===== config.mk =====
export PLATFORM = sky130hd
export DESIGN_NAME = dsp_xintf_bram_bridge
export DESIGN_NICKNAME = d
export VERILOG_FILES = /design/src/rtl/dsp_xintf_bram_bridge.sv
export SDC_FILE = /design/constraint.sdc
export NUM_CORES = 1
export LEC_CHECK = 0
export ABC_AREA = 1
export BUFFER_PORTS_ARGS = -buffer_cell sky130_fd_sc_hd__buf_2
export CAP_MARGIN = 25
export CORE_AREA = 2 2 107 109
export DETAILED_ROUTE_END_ITERATION = 6
export DIE_AREA = 0 0 109 111
export PLACE_DENSITY_LB_ADDON = 0.25
export SYNTH_ARGS = -nofsm -noshare
export SYNTH_HDL_FRONTEND = slang
export SYNTH_SLANG_ARGS = --single-unit

===== constraint.sdc =====
create_clock -name i_clk -period 5.5 [get_ports i_clk]
set_input_delay 0 -clock i_clk [delete_from_list [all_inputs] [get_ports i_clk]]
set_output_delay 0 -clock i_clk [all_outputs]
set_load 0.01 [all_outputs]

===== src/rtl/dsp_xintf_bram_bridge.sv =====
// XINTF-to-BRAM bridge: synchronised XINTF strobes drive an access FSM that issues
// single-cycle command-RAM writes and status-RAM reads with a registered read-back path.
module dsp_xintf_bram_bridge #(
  parameter int unsigned ADDR_WIDTH  = 9,
  parameter int unsigned DATA_WIDTH  = 16,
  parameter int unsigned SYNC_STAGES = 2,
  parameter int unsigned RD_LATENCY  = 1,
  parameter int unsigned CNT_WIDTH   = 16
) (
  input  logic                  i_clk,
  input  logic                  i_rst,
  input  logic                  i_dsp_ce,
  input  logic                  i_dsp_we,
  input  logic                  i_dsp_rd,
  input  logic [ADDR_WIDTH-1:0] i_dsp_xa,
  input  logic [DATA_WIDTH-1:0] i_dsp_xd,
  output logic [DATA_WIDTH-1:0] o_dsp_xd,
  output logic                  o_dsp_xd_oe,
  output logic [ADDR_WIDTH-1:0] o_wr_ram_addr,
  output logic [DATA_WIDTH-1:0] o_wr_ram_din,
  output logic                  o_wr_ram_en,
  output logic                  o_wr_ram_we,
  output logic [ADDR_WIDTH-1:0] o_rd_ram_addr,
  output logic                  o_rd_ram_en,
  input  logic [DATA_WIDTH-1:0] i_rd_ram_dout,
  output logic                  o_wr_done,
  output logic                  o_rd_done,
  output logic                  o_bus_err,
  output logic [CNT_WIDTH-1:0]  o_wr_cnt,
  output logic [CNT_WIDTH-1:0]  o_rd_cnt
);

  typedef enum logic [2:0] {
    ST_IDLE      = 3'd0,
    ST_WR_ACT    = 3'd1,
    ST_WR_COMMIT = 3'd2,
    ST_RD_REQ    = 3'd3,
    ST_RD_WAIT   = 3'd4,
    ST_RD_DRIVE  = 3'd5,
    ST_ERR       = 3'd6,
    ST_ARM       = 3'd7
  } state_t;

  logic [SYNC_STAGES-1:0] ce_sync_r;
  logic [SYNC_STAGES-1:0] we_sync_r;
  logic [SYNC_STAGES-1:0] rd_sync_r;
  logic                   wr_act_s;
  logic                   rd_act_s;
  logic [ADDR_WIDTH-1:0]  addr_r;
  logic [DATA_WIDTH-1:0]  data_r;
  logic [ADDR_WIDTH-1:0]  hold_addr_r;
  logic [DATA_WIDTH-1:0]  hold_data_r;
  logic [1:0]             wait_cnt_r;
  logic                   wait_last_s;
  state_t                 state_r;
  state_t                 next_state_s;

  // Strobe synchronisers; cleared low so an access in flight at reset looks active until seen released.
  always_ff @(posedge i_clk) begin
    if (i_rst) begin
      ce_sync_r <= '0;
      we_sync_r <= '0;
      rd_sync_r <= '0;
    end else begin
      ce_sync_r <= {ce_sync_r[SYNC_STAGES-2:0], i_dsp_ce};
      we_sync_r <= {we_sync_r[SYNC_STAGES-2:0], i_dsp_we};
      rd_sync_r <= {rd_sync_r[SYNC_STAGES-2:0], i_dsp_rd};
    end
  end

  assign wr_act_s    = ~ce_sync_r[SYNC_STAGES-1] & ~we_sync_r[SYNC_STAGES-1];
  assign rd_act_s    = ~ce_sync_r[SYNC_STAGES-1] & ~rd_sync_r[SYNC_STAGES-1];
  assign wait_last_s = (wait_cnt_r == 2'(RD_LATENCY - 1));

  // Next-state decode for the access sequencer.
  always_comb begin
    next_state_s = state_r;
    case (state_r)
      ST_IDLE: begin
        if (wr_act_s && rd_act_s) next_state_s = ST_ERR;
        else if (wr_act_s)        next_state_s = ST_WR_ACT;
        else if (rd_act_s)        next_state_s = ST_RD_REQ;
        else                      next_state_s = ST_IDLE;
      end
      ST_WR_ACT: begin
        if (rd_act_s)       next_state_s = ST_ERR;
        else if (!wr_act_s) next_state_s = ST_WR_COMMIT;
        else                next_state_s = ST_WR_ACT;
      end
      ST_WR_COMMIT: next_state_s = ST_IDLE;
      ST_RD_REQ:    next_state_s = ST_RD_WAIT;
      ST_RD_WAIT: begin
        if (wait_last_s) next_state_s = ST_RD_DRIVE;
        else             next_state_s = ST_RD_WAIT;
      end
      ST_RD_DRIVE: begin
        if (wr_act_s)       next_state_s = ST_ERR;
        else if (!rd_act_s) next_state_s = ST_IDLE;
        else                next_state_s = ST_RD_DRIVE;
      end
      ST_ERR: next_state_s = ST_ARM;
      ST_ARM: begin
        if (!wr_act_s && !rd_act_s) next_state_s = ST_IDLE;
        else                        next_state_s = ST_ARM;
      end
      default: next_state_s = ST_ARM;
    endcase
  end

  // State register, per-cycle bus sampling and the write holding register.
  always_ff @(posedge i_clk) begin
    if (i_rst) begin
      state_r     <= ST_ARM;
      addr_r      <= '0;
      data_r      <= '0;
      hold_addr_r <= '0;
      hold_data_r <= '0;
      wait_cnt_r  <= 2'd0;
    end else begin
      state_r <= next_state_s;
      addr_r  <= i_dsp_xa;
      data_r  <= i_dsp_xd;
      if (next_state_s == ST_WR_ACT) begin
        hold_addr_r <= addr_r;
        hold_data_r <= data_r;
      end
      wait_cnt_r <= (state_r == ST_RD_WAIT) ? wait_cnt_r + 2'd1 : 2'd0;
    end
  end

  // Outputs are registered from the next state so they line up with the state they belong to.
  always_ff @(posedge i_clk) begin
    if (i_rst) begin
      o_dsp_xd      <= '0;
      o_dsp_xd_oe   <= 1'b0;
      o_wr_ram_addr <= '0;
      o_wr_ram_din  <= '0;
      o_wr_ram_en   <= 1'b0;
      o_wr_ram_we   <= 1'b0;
      o_rd_ram_addr <= '0;
      o_rd_ram_en   <= 1'b0;
      o_wr_done     <= 1'b0;
      o_rd_done     <= 1'b0;
      o_bus_err     <= 1'b0;
      o_wr_cnt      <= '0;
      o_rd_cnt      <= '0;
    end else begin
      o_wr_ram_en   <= (next_state_s == ST_WR_COMMIT);
      o_wr_ram_we   <= (next_state_s == ST_WR_COMMIT);
      o_wr_done     <= (next_state_s == ST_WR_COMMIT);
      o_wr_ram_addr <= (next_state_s == ST_WR_COMMIT) ? hold_addr_r : '0;
      o_wr_ram_din  <= (next_state_s == ST_WR_COMMIT) ? hold_data_r : '0;
      o_rd_ram_en   <= (next_state_s == ST_RD_REQ);
      o_rd_ram_addr <= (next_state_s == ST_RD_REQ) ? addr_r : '0;
      o_dsp_xd_oe   <= (next_state_s == ST_RD_DRIVE);
      o_bus_err     <= (next_state_s == ST_ERR);
      o_rd_done     <= (state_r == ST_RD_DRIVE) && (next_state_s == ST_IDLE);
      if (state_r == ST_RD_WAIT && wait_last_s) begin
        o_dsp_xd <= i_rd_ram_dout;
      end
      if (next_state_s == ST_WR_COMMIT) begin
        o_wr_cnt <= o_wr_cnt + CNT_WIDTH'(1'b1);
      end
      if (state_r == ST_RD_DRIVE && next_state_s == ST_IDLE) begin
        o_rd_cnt <= o_rd_cnt + CNT_WIDTH'(1'b1);
      end
    end
  end

endmodule


Word level (Yosys, flattened, before mapping)
Cells that the tools add are included.
- add/sub/neg operators: 3
- equal/unequal tests: 12
- multiplexer cells: 10
- bitwise gates (word level): 8
- reduce and logical (&&, ||, !) cells: 12
- operators with widths (operator ; count):
    adder 16 x 1 -> 16 bit, second input constant ; 2
    one-hot mux 3 bit (8 select lines) ; 1
    equality test 3 bit, second input constant ; 6
    2-to-1 mux 3 bit ; 5
    equality test 3 x 2 -> 1 bit, second input constant ; 4
    equality test 3 x 1 -> 1 bit, second input constant ; 2
    zero test 3 bit ; 2
    2-to-1 mux 2 bit ; 3
    inverter 1 bit ; 6
    OR reduction 2 bit ; 3
    logical AND 1 bit ; 4
    adder 2 x 1 -> 2 bit, second input constant ; 1
    bitwise AND 1 bit ; 2
    zero test 1 bit ; 2
    zero test 2 bit ; 1
    2-to-1 mux 1 bit ; 1
- flip-flop bits (word level): 148
- input port bits: 46
- output and inout port bits: 89
- logic and storage cells: 65

Depth between registers and ports, before layout
Gate-level depths: netlist of run 1.
- depth in word-level cells: 9
- mapped depth: 14
- gate-level depth less buffers: 14

Worst setup path after synthesis of run 1
OpenSTA, ideal clock, no wires.
- path kind: flip-flop to flip-flop
- start point: register ce_sync_r[1]
- end point: register o_wr_ram_addr[0]
- library setup time: 112 ps
- data arrival time: 1751 ps
- required time: 5388 ps
- slack: 3637 ps
- stages on the path, launching flop included: 15
- path buffers: 1
- period minus slack after synthesis: 1863 ps
- cell sequence: dfxtp_1 > nor2_1 > inv_1 > ha_1 > nand2_1 > nand3_2 > nand2_1 > nor2_2 > nand2_2 > inv_4 > nand2_2 > nor2_4 > inv_2 > buf_6 > nor2_2
- word-level cells in the longest chain between the ends: 9
- elaborated cells on any way between the ends: 19
- those cells by class: 1 x eq/ne; 9 x mux; 4 x bitwise; 5 x reduce/logical
- RTL lines (what ; line ; RTL):
    from (decl) ; 44 ; logic [SYNC_STAGES-1:0] ce_sync_r;
    from (signal assigned) ; 65 ; ce_sync_r <= {ce_sync_r[SYNC_STAGES-2:0], i_dsp_ce};
    inverter 1 bit * ; 71, 72 ;
    bitwise AND 1 bit, on equally long branches ; 72, 71 ;
    2-to-1 mux 2 bit / zero test 1 bit (equally long branches) ; 82, 103 ;
    2-to-1 mux 2 bit / logical AND 1 bit (equally long branches) ; 81, 103 ;
    2-to-1 mux 3 bit, on equally long branches ; 80, 103 ;
    one-hot mux 3 bit (8 select lines) * ; 78 ; case (state_r)
    equality test 3 x 2 -> 1 bit * ; 151 ; o_wr_ram_addr <= (next_state_s == ST_WR_COMMIT) ? hold_addr_r : '0;
    inverter 1 bit (no source line) * ; - ;
    OR reduction 2 bit (no source line) * ; - ;
    to (signal assigned) ; 151 ;
    to (decl) ; 19 ; output logic [ADDR_WIDTH-1:0] o_wr_ram_addr,
Every way passes the cells marked *; elsewhere a longest branch is shown, timed or not.
A chain may end at the register's enable or synchronous reset.

Final worst setup path of run 1
- start point: register ce_sync_r[1]
- end point: register o_wr_ram_addr[8]
Same word-level chain as after synthesis.

==> impl_results.md, run 1 <==
- Final hold viol count: 0
- EDFF count, synth: 0
- Sequential fraction of the synthesis area: 50.68%
- CTS buffer count: 17
- Vias in the first global route: 4,496
- GRT Util Overall: 22.03%
- Final Critical Period: 2.492 ns
- GP Congestion: 0.8973
- Gr ovfl total: 0
- Status: completed
- RSZ-0062 raised after global routing: false
- Fin. max-slew vios: 0
- Synth unique cells: 30
- Warnings from Yosys: 0
- Final std cells w/o fill: 1,085
- Die width: 109 um
- PwrDens: 348.4 nW/um^2
- Crit Path Category: reg -> reg
- Ant. Diodes: 0
- Layout cell share with drive strength beyond 1: 22.93%
- Peak supply drop: 0.2488 mV
- Worst-margin pin slew: 0.7908 ns
- Fmax: 401.3 MHz
- Fin nets: 984
- Die Y: 111 um
- Post-DP HPWL: 7997 um
- Synth Flop Type: dfxtp_1
- Relative slew slack: 47.28%
- Vias: 5,013
- Syn Nets: 816
- Clk_lat worst skew: 0.42 ns
- Setup violators final: 0
- Crit path max fanout: 32
- Finished Core Util: 68.26%
- H-Tree Level Count: 4
- Largest net degree at the start of global routing: 80
- Top-count cell post-synth: dfxtp_1
- Design Power: 2.634 mW
- Worst-path clk slew: 0.06 ns
- Post-synth top area share: 50.68%
- Post-Route WL: 12,790 um
- Dpl cells: 1,008
- Leakage: 3.369 nW
- DR WL/cell: 11.79 um
- Period utilisation layout: 45.30%
- Cell Area, Synth: 5846 um^2
- Post-Synthesis Cells: 761
- Clk_skew: 0.007406 ns
- Worst setup margin: 3.008 ns
- TritonCTS clock tree: built
- Register bit count reported by yosys: 148
- Synth Area per Inst: 7.681 um^2
- I/O pin count: 135
- Initial Utilization: 52.77%
- Post-DRT Antenna Nets: 0
- WP data required: 5.79 ns
- # port buffers: 134
- Cell accounting for the most synthesized area: dfxtp_1
- DRC viols: 0
- Ys async rst share: 0%
- FP Rows: 39
- Setup repair bufs after CTS: 0
- Commonest cells in the netlist: dfxtp_1 (148), nand2_1 (140), inv_1 (127), nor2_1 (98), a21oi_1 (56)
- Max cap viols: 0
- Hold Crit Class: in -> reg
- Setup TNS: 0 ns
- CP Launch Type: flop
- Arr. time, crit path: 2.79 ns
- Initial antenna violation count: 0
- Crit path capture type: flop
- Clk buf depth: 2
- Fill cells: 896
- # clock sinks: 148
- Via-per-instance ratio: 4.620
- First drt pass iteration count: 4
- First-pass GRT wire length: 20,940 um
- Die area: 12,100 um^2
- Synth top area cells: dfxtp_1 (51%), nand2_1 (9.0%), inv_1 (8.2%)
- Root buffer cell: clkbuf_16
- Initial drt markers: 223
- Core Box Area: 11,080 um^2
- Syn-to-layout area delta: 29.35%
- Post-place setup slack: 2.986 ns
worst paths after layout:
path	start	end	slack, ns	cells past startpoint
max reg2reg	ce_sync_r[1]	o_wr_ram_addr[8]	3.01	13
min reg2reg	ce_sync_r[0]	ce_sync_r[1]	0.40	2
min	i_rst	o_rd_done	0.24	3
max	ce_sync_r[1]	o_wr_ram_addr[8]	3.01	13
sequential cells by signal (all words and copies together) (netlist names):
| name | cells |
|---|---|
| rd_sync_r | 2 |
| o_dsp_xd | 16 |
| ce_sync_r | 2 |
| hold_data_r | 16 |
| o_rd_ram_en | 1 |
| o_wr_ram_din | 16 |
| o_wr_ram_addr | 9 |
| hold_addr_r | 9 |
| o_wr_cnt | 16 |
| data_r | 16 |
| addr_r | 9 |
| state_r | 3 |
| o_rd_cnt | 16 |
| we_sync_r | 2 |
| o_rd_ram_addr | 9 |
| o_bus_err | 1 |
| wait_cnt_r | 2 |
| o_wr_done | 1 |
| o_rd_done | 1 |
| o_dsp_xd_oe | 1 |
cells by family after synthesis:
family,after synthesis,synth area share [%]
DFF,148,50.68
buffers and inverters,164,11.77
adders and majority gates,9,1.926
xor gates and xnor gates,12,1.798
and+or+nand+nor,352,27.31
AOI/OAI and AO/OA,76,6.507
routing by layer:
| layer | track usage, % | part of all wire [%] | routed length (um) | vias up |
|---|---|---|---|---|
| met2 | 33.08 | 46 | 5897 | 135 |
| met3 | 6.173 | 5.2 | 669 | 35 |
| met5 | 0 | 0 | 0 | - |
| li1 | - | - | - | 2654 |
| met4 | 10.85 | 2.8 | 363 | 0 |
| met1 | 28.88 | 46 | 5856 | 2189 |
cell usage in the layout (no fill, tap or decap), drive strengths merged:
| cell | n |
|---|---|
| a21oi | 56 |
| nand3 | 61 |
| nor3 | 9 |
| dfxtp | 148 |
| nand2 | 145 |
| buf | 136 |
| bufinv | 1 |
| ha | 9 |
| nand3b | 1 |
| clkinvlp | 1 |
| xnor2 | 4 |
| nor3b | 1 |
| nor2 | 127 |
| nand4 | 7 |
| o21ai | 20 |
| dlygate4sd3 | 44 |
| xor2 | 8 |
| clkinv | 8 |
| nor4 | 1 |
| clkbuf | 20 |
| inv | 135 |
cell type report:
| type | instances | area (um^2) | area share, % |
|---|---|---|---|
| tap | 143 | 178.9 | 2.366 |
| inverter | 133 | 503.0 | 6.652 |
| timing repair buffer | 180 | 1134 | 14.99 |
| clock buffer | 20 | 466.7 | 6.172 |
| multi-input combinational | 449 | 2195 | 29.03 |
| clock inverter | 12 | 121.4 | 1.605 |
| sequential | 148 | 2963 | 39.19 |
where the power goes:
part	internal [mW]	leakage (nW)	switching, mW
sequential	1.12	1.20	0.0321
clock	0.666	0.288	0.462
combinational	0.110	1.88	0.246
total	1.89	3.37	0.740
through the flow:
stage / instance area [um^2] / hold WS [ns]
final: 7561 / 0.2441
after global routing: 7561 / 0.2721
after CTS: 7546 / 0.2320
after detailed placement: 6518 / 0.2086
after global placement: 6518 / 0.2028
after floorplan: 5846 / 0.1070
timing repair:
action	in CTS	in global routing
hold buffers	44	0
gates resized for setup	0	0
hold endpoints to repair	44	0
critical path, cell delays in order (launching register included):
cell and delay, ns:
dfxtp_1 0.32, nor2_1 0.28, inv_1 0.13, ha_1 0.20, nand2_1 0.07, nand3_2 0.14, nand2_1 0.13, nor2_2 0.05
nand2_2 0.15, inv_4 0.17, nand2_2 0.14, nor2_4 0.04, inv_2 0.45, nor2_1 0.07
(Power assumes the default switching activity.)
==> run 2: changes to the inputs <==
--- a/config.mk
+++ b/config.mk
@@ -8,9 +8,9 @@
 export ABC_AREA = 1
 export BUFFER_PORTS_ARGS = -buffer_cell sky130_fd_sc_hd__buf_2
 export CAP_MARGIN = 25
-export CORE_AREA = 2 2 107 109
+export CORE_AREA = 2 2 109 111
 export DETAILED_ROUTE_END_ITERATION = 6
-export DIE_AREA = 0 0 109 111
+export DIE_AREA = 0 0 111 113
 export PLACE_DENSITY_LB_ADDON = 0.25
 export SYNTH_ARGS = -nofsm -noshare
 export SYNTH_HDL_FRONTEND = slang
==> constraint.sdc (replaced) <==
create_clock -name i_clk -period 2.3 [get_ports i_clk]
set_input_delay 0 -clock i_clk [delete_from_list [all_inputs] [get_ports i_clk]]
set_output_delay 0 -clock i_clk [all_outputs]
set_load 0.01 [all_outputs]
==> impl_results.md, run 2 (synthesized netlist as in run 1, its figures left out) <==
- PwrDens: 859.2 nW/um^2
- Period utilisation layout: 90.26%
- Max cap viols: 0
- FP Rows: 39
- Post-Route WL: 13,210 um
- Ant. Diodes: 0
- Status: completed
- GRT Util Overall: 21.68%
- RSZ-0062 raised after global routing: false
- Peak supply drop: 0.6412 mV
- Initial Utilization: 51.86%
- Post-route cell area: 7677 um^2
- Fill cells: 924
- Initial antenna violation count: 0
- Hold Crit Class: in -> reg
- First drt pass iteration count: 5
- Gr ovfl total: 0
- H-Tree Level Count: 4
- Worst-margin pin slew: 0.8143 ns
- Clk_skew: 0.007062 ns
- Die area: 12,540 um^2
- Relative slew slack: 45.71%
- WP data required: 2.55 ns
- Initial drt markers: 278
- Vias: 5,058
- Most frequent cells in the layout: dfxtp_1 (148), nand2_1 (140), buf_2 (134)
- Post-DP HPWL: 8306 um
- Die width: 111 um
- Setup repair bufs after CTS: 0
- Core Box Area: 11,270 um^2
- DRC viols: 0
- TritonCTS clock tree: built
- Vias in the first global route: 4,815
- Arr. time, crit path: 2.33 ns
- # clock sinks: 148
- Hold path start: i_rst
- Multi-input gate area: 2202 um^2
- Layout cell share with drive strength beyond 1: 23.60%
- Root buffer cell: clkbuf_16
- I/O pin count: 135
- Crit path capture type: flop
- Most common cell after layout, fill and taps aside: dfxtp_1
- Final Critical Period: 2.076 ns
- Largest net degree at the start of global routing: 79
- Clk_lat worst skew: 0.42 ns
- GP Congestion: 0.8921
- Setup TNS: 0 ns
- Syn-to-layout area delta: 31.34%
- Clk buf depth: 2
- Critical Path Source: ce_sync_r[1]
- Fin. max-slew vios: 0
- Final hold viol count: 0
- # port buffers: 134
- Leakage: 3.440 nW
- DP Area: 6590 um^2
- CP Launch Type: flop
- FF/Latch Area: 2963 um^2
- Die Y: 113 um
- Minimum setup slack among reg-to-reg paths: 0.22 ns
- DR WL/cell: 12.10 um
- Reg-to-Reg Start: ce_sync_r[1]
- First-pass GRT wire length: 22,170 um
- Crit Path Category: reg -> reg
- Crit path max fanout: 25
- Setup violators final: 0
- CTS buffer count: 17
- Design Power: 6.597 mW
- Fin nets: 991
- Via-per-instance ratio: 4.632
- Worst-path clk slew: 0.06 ns
- Post-DRT Antenna Nets: 0
- Fmax: 481.7 MHz
-- run 2: layout make-up --
type,instances,share of cell area [%]
repair buffers,187,15.56
well taps,143,2.331
flip-flops and latches,148,38.59
clock buffers,17,5.541
inverters,133,6.600
clock inverters,15,2.689
multi-input cells,449,28.68
-- run 2: final timing paths --
path | to | depth (start not counted)
worst min-delay path | state_r[0] | 3
worst min register to register | rd_sync_r[1] | 2
worst max register to register | hold_addr_r[6] | 12
worst max-delay path | hold_addr_r[6] | 12
-- run 2: power by group --
group / leakage, nW / switching, mW / internal, mW
logic: 1.93 / 0.599 / 0.313
clock network: 0.309 / 1.17 / 1.76
registers: 1.20 / 0.0838 / 2.67
total: 3.44 / 1.85 / 4.75
-- run 2: through the flow --
step           utilization [%]  setup slack, ns  cells  hold slack, ns
2_1_floorplan                -           0.4374    761          0.1070
3_3_place_gp             58.46           0.2388   1016          0.2073
3_5_place_dp             58.46           0.1350   1016          0.2066
4_1_cts                  67.98          0.07796   1092         0.06359
5_1_grt                  68.11         0.004989   1092          0.1134
6_report                 68.11           0.2241   1092         0.07834
-- run 2: timing repair --
| item | in CTS | in global routing |
|---|---|---|
| hold buffers | 44 | 0 |
| endpoints found under the setup margin | 0 | 82 |
| endpoints found under the hold margin | 44 | 0 |
| resized for setup | 0 | 5 |
-- run 2: per-layer routing --
layer  up-vias  share of wire [%]  global-route usage [%]  wire length (um)
li1       2668                  -                       -                 -
met1      2248                 46                   26.83              6049
met2       124                 49                   36.40              6416
met3        18                4.3                   4.874               569
met4         0                1.3                   9.833               178
met5         -                  0                       0                 0
-- run 2: critical path, stage by stage, from the launching register on --
cell	delay (ns)
dfxtp_1	0.33
nor2_2	0.21
inv_1	0.12
ha_1	0.19
nand2_1	0.08
nand3_2	0.14
nand2_1	0.13
nor2_2	0.05
nand2_2	0.14
nand3_4	0.11
buf_4	0.24
nand2_1	0.09
a21oi_1	0.08
==> run 3: changes to the inputs <==
--- a/config.mk
+++ b/config.mk
@@ -5,12 +5,12 @@
 export SDC_FILE = /design/constraint.sdc
 export NUM_CORES = 1
 export LEC_CHECK = 0
-export ABC_AREA = 1
+export ABC_AREA = 0
 export BUFFER_PORTS_ARGS = -buffer_cell sky130_fd_sc_hd__buf_2
 export CAP_MARGIN = 25
-export CORE_AREA = 2 2 109 111
+export CORE_AREA = 2 2 104 106
 export DETAILED_ROUTE_END_ITERATION = 6
-export DIE_AREA = 0 0 111 113
+export DIE_AREA = 0 0 106 108
 export PLACE_DENSITY_LB_ADDON = 0.25
 export SYNTH_ARGS = -nofsm -noshare
 export SYNTH_HDL_FRONTEND = slang
==> impl_results.md, run 3 <==
- Status: finished with violations
- Failing checks: setup timing
- Relative slew slack: 54.13%
- Max cap viols: 0
- Post-DP HPWL: 7538 um
- Commonest cells in the netlist: dfxtp_1 (148), nand2_1 (91), a21oi_1 (52), and2_1 (37), nor2b_1 (34)
- Warnings from Yosys: 0
- Worst-margin pin slew: 0.6881 ns
- Die width: 106 um
- H-Tree Level Count: 4
- Initial drt markers: 208
- Syn Nets: 612
- Internal: 4.187 mW
- Cell accounting for the most synthesized area: dfxtp_1
- Psw: 1.304 mW
- CP Launch Type: flop
- Most frequent cells in the layout: dfxtp_1 (146), buf_2 (133), nand2_1 (91)
- Synth Flop Type: dfxtp_1
- Die Y: 108 um
- Crit path max fanout: 8
- Gr ovfl total: 0
- Final hold viol count: 0
- Clock Power Share: 46.3%
- Post-DRT Antenna Nets: 0
- I/O pin count: 135
- Dpl cells: 817
- Register bit count reported by yosys: 148
- Post-route cell area: 7368 um^2
- Fin nets: 806
- Worst setup margin: -0.04282 ns
- Hold Crit Class: in -> reg
- Fill cells: 763
- # clock sinks: 148
- Clk buf depth: 2
- Post-synth top area share: 56.54%
- Sw Ratio: 23.74%
- DR WL/cell: 13.88 um
- Fmax: 426.8 MHz
- CP Buf/Inv Count: 0
- Synth Area per Inst: 9.408 um^2
- Initial Utilization: 51.22%
- Worst path max stage delay: 0.53 ns
- Synth unique cells: 47
- Final Critical Period: 2.343 ns
- Vias: 4,477
- DP Area: 6217 um^2
- Vias in the first global route: 4,364
- Multi-input gate area: 2236 um^2
- Post-place setup slack: -0.04344 ns
- Sequential fraction of the synthesis area: 56.54%
- PwrDens: 745.2 nW/um^2
- Die area: 11,450 um^2
- Seq pwr share: 47.8%
- Clk_skew: 0.009251 ns
- Peak supply drop: 0.3725 mV
- WP data required: 2.74 ns
- Via-per-instance ratio: 4.963
- TritonCTS clock tree: built
- Crit path capture type: flop
- Core Box Area: 10,230 um^2
- Final std cells w/o fill: 902
- Syn-to-layout area delta: 40.62%
- First drt pass iteration count: 4
- Post-Synthesis Cells: 557
- Top-count cell post-synth: dfxtp_1
- FF-to-FF path depth: 8
- Layout cell share with drive strength beyond 1: 29.71%
- Crit path depth: 8
- GRT Util Overall: 22.33%
- Setup violators final: 1
- DRC viols: 0
- Worst-path cell chain: or2_4 -> ha_4 -> a21boi_4 -> o21a_2 -> o211ai_4 -> or3_4 -> or4_4 -> a21oi_2
- Initial antenna violation count: 0
- Slowest-stage cell, CP: or4_4
- Root buffer cell: clkbuf_8
- CTS buffer count: 17
- EDFF count, synth: 0
- Synth top area cells: dfxtp_1 (57%), nand2_1 (6.5%), a21oi_1 (5.0%)
- Clk_lat worst skew: 0.51 ns
- Leakage: 3.110 nW
- Fin. max-slew vios: 0
- First-pass GRT wire length: 20,430 um
- Delay-heaviest family, CP: simple AND/OR/NAND/NOR gates
- Arr. time, crit path: 2.79 ns
- GP Congestion: 0.8116
- # port buffers: 134
- Logic gate share of total power: 5.9%
- Worst-path clk slew: 0.06 ns
- Finished Core Util: 72.02%
- Largest net degree at the start of global routing: 67
- RSZ-0062 raised after global routing: true
- Worst hold stages: 3
- Cell Area, Synth: 5240 um^2
- Most common cell after layout, fill and taps aside: dfxtp_1
- Period utilisation layout: 101.9%
- Crit Path Category: reg -> reg
- Ys async rst share: 0%
- FF/Latch Area: 2965 um^2
- Post-Route WL: 12,520 um
- FP Rows: 37
## run 3: layout make-up
type                    count  area share (%)
clock buffers              19           5.994
repair buffers            205           18.92
well taps                 136           2.309
clock inverters            13           1.528
inverters                  11          0.5943
diodes                      2         0.06792
multi-input cells         368           30.34
flip-flops and latches    148           40.24
## run 3: kinds of logic (layout without fill, tap and decap cells)
group,Yosys count,in the layout,share of synthesized area [%]
XOR/XNOR,19,19,3.176
other,0,2,0
AO/OA/AOI/OAI,75,75,8.334
flip-flops,148,148,56.54
buffers and inverters,42,248,3.677
multiplexers,5,5,0.9790
AND/OR/NAND/NOR,259,260,25.14
adder cells (fa/ha/maj),9,9,2.149
## run 3: path summary, 6_finish.rpt
kind / start / endpoint / slack (ns)
min reg2reg: wait_cnt_r[0] / wait_cnt_r[0] / 0.44
max reg2reg: ce_sync_r[1] / o_wr_cnt[5] / -0.04
min: i_dsp_xa[0] / addr_r[0] / 0.23
max: ce_sync_r[1] / o_wr_cnt[5] / -0.04
## run 3: worst reg2reg max path: cells and delay by family, from the launching register on
family / cells / cell delay [ns]
flops: 1 / 0.32
compound gates: 4 / 0.53
fa+ha+maj: 1 / 0.19
simple gates: 3 / 1.23
## run 3: power by group through the flow
stage	clock network [mW]	registers, mW	logic (mW)
global route	2.71	2.63	0.353
global placement	0	2.68	0.228
finish	2.54	2.63	0.326
detailed placement	0	2.68	0.238
floorplan	0	2.67	0.146
CTS	2.58	2.62	0.306
## run 3: metrics by stage
step	power, mW	TNS (ns)	hold WS, ns
global placement	2.907	0	0.2103
floorplan	2.819	-0.04403	0.1282
finish	5.491	-0.04282	0.2347
global route	5.687	-1.486	0.2551
CTS	5.510	-0.02824	0.2059
detailed placement	2.919	-0.06201	0.2151
## run 3: layer usage
metal | global-route usage [%] | wire (um)
met1 | 26.18 | 5210
met2 | 38.80 | 6477
met3 | 5.124 | 517
met4 | 10.81 | 316
met5 | 0 | 0
## run 3: repair_timing
action,in CTS,in global routing
gates cloned,1,1
pin swaps,4,12
setup buffers,0,4
gates resized for setup,6,17
endpoints found under the setup margin,5,63
endpoints found under the hold margin,56,0
hold buffers,45,0
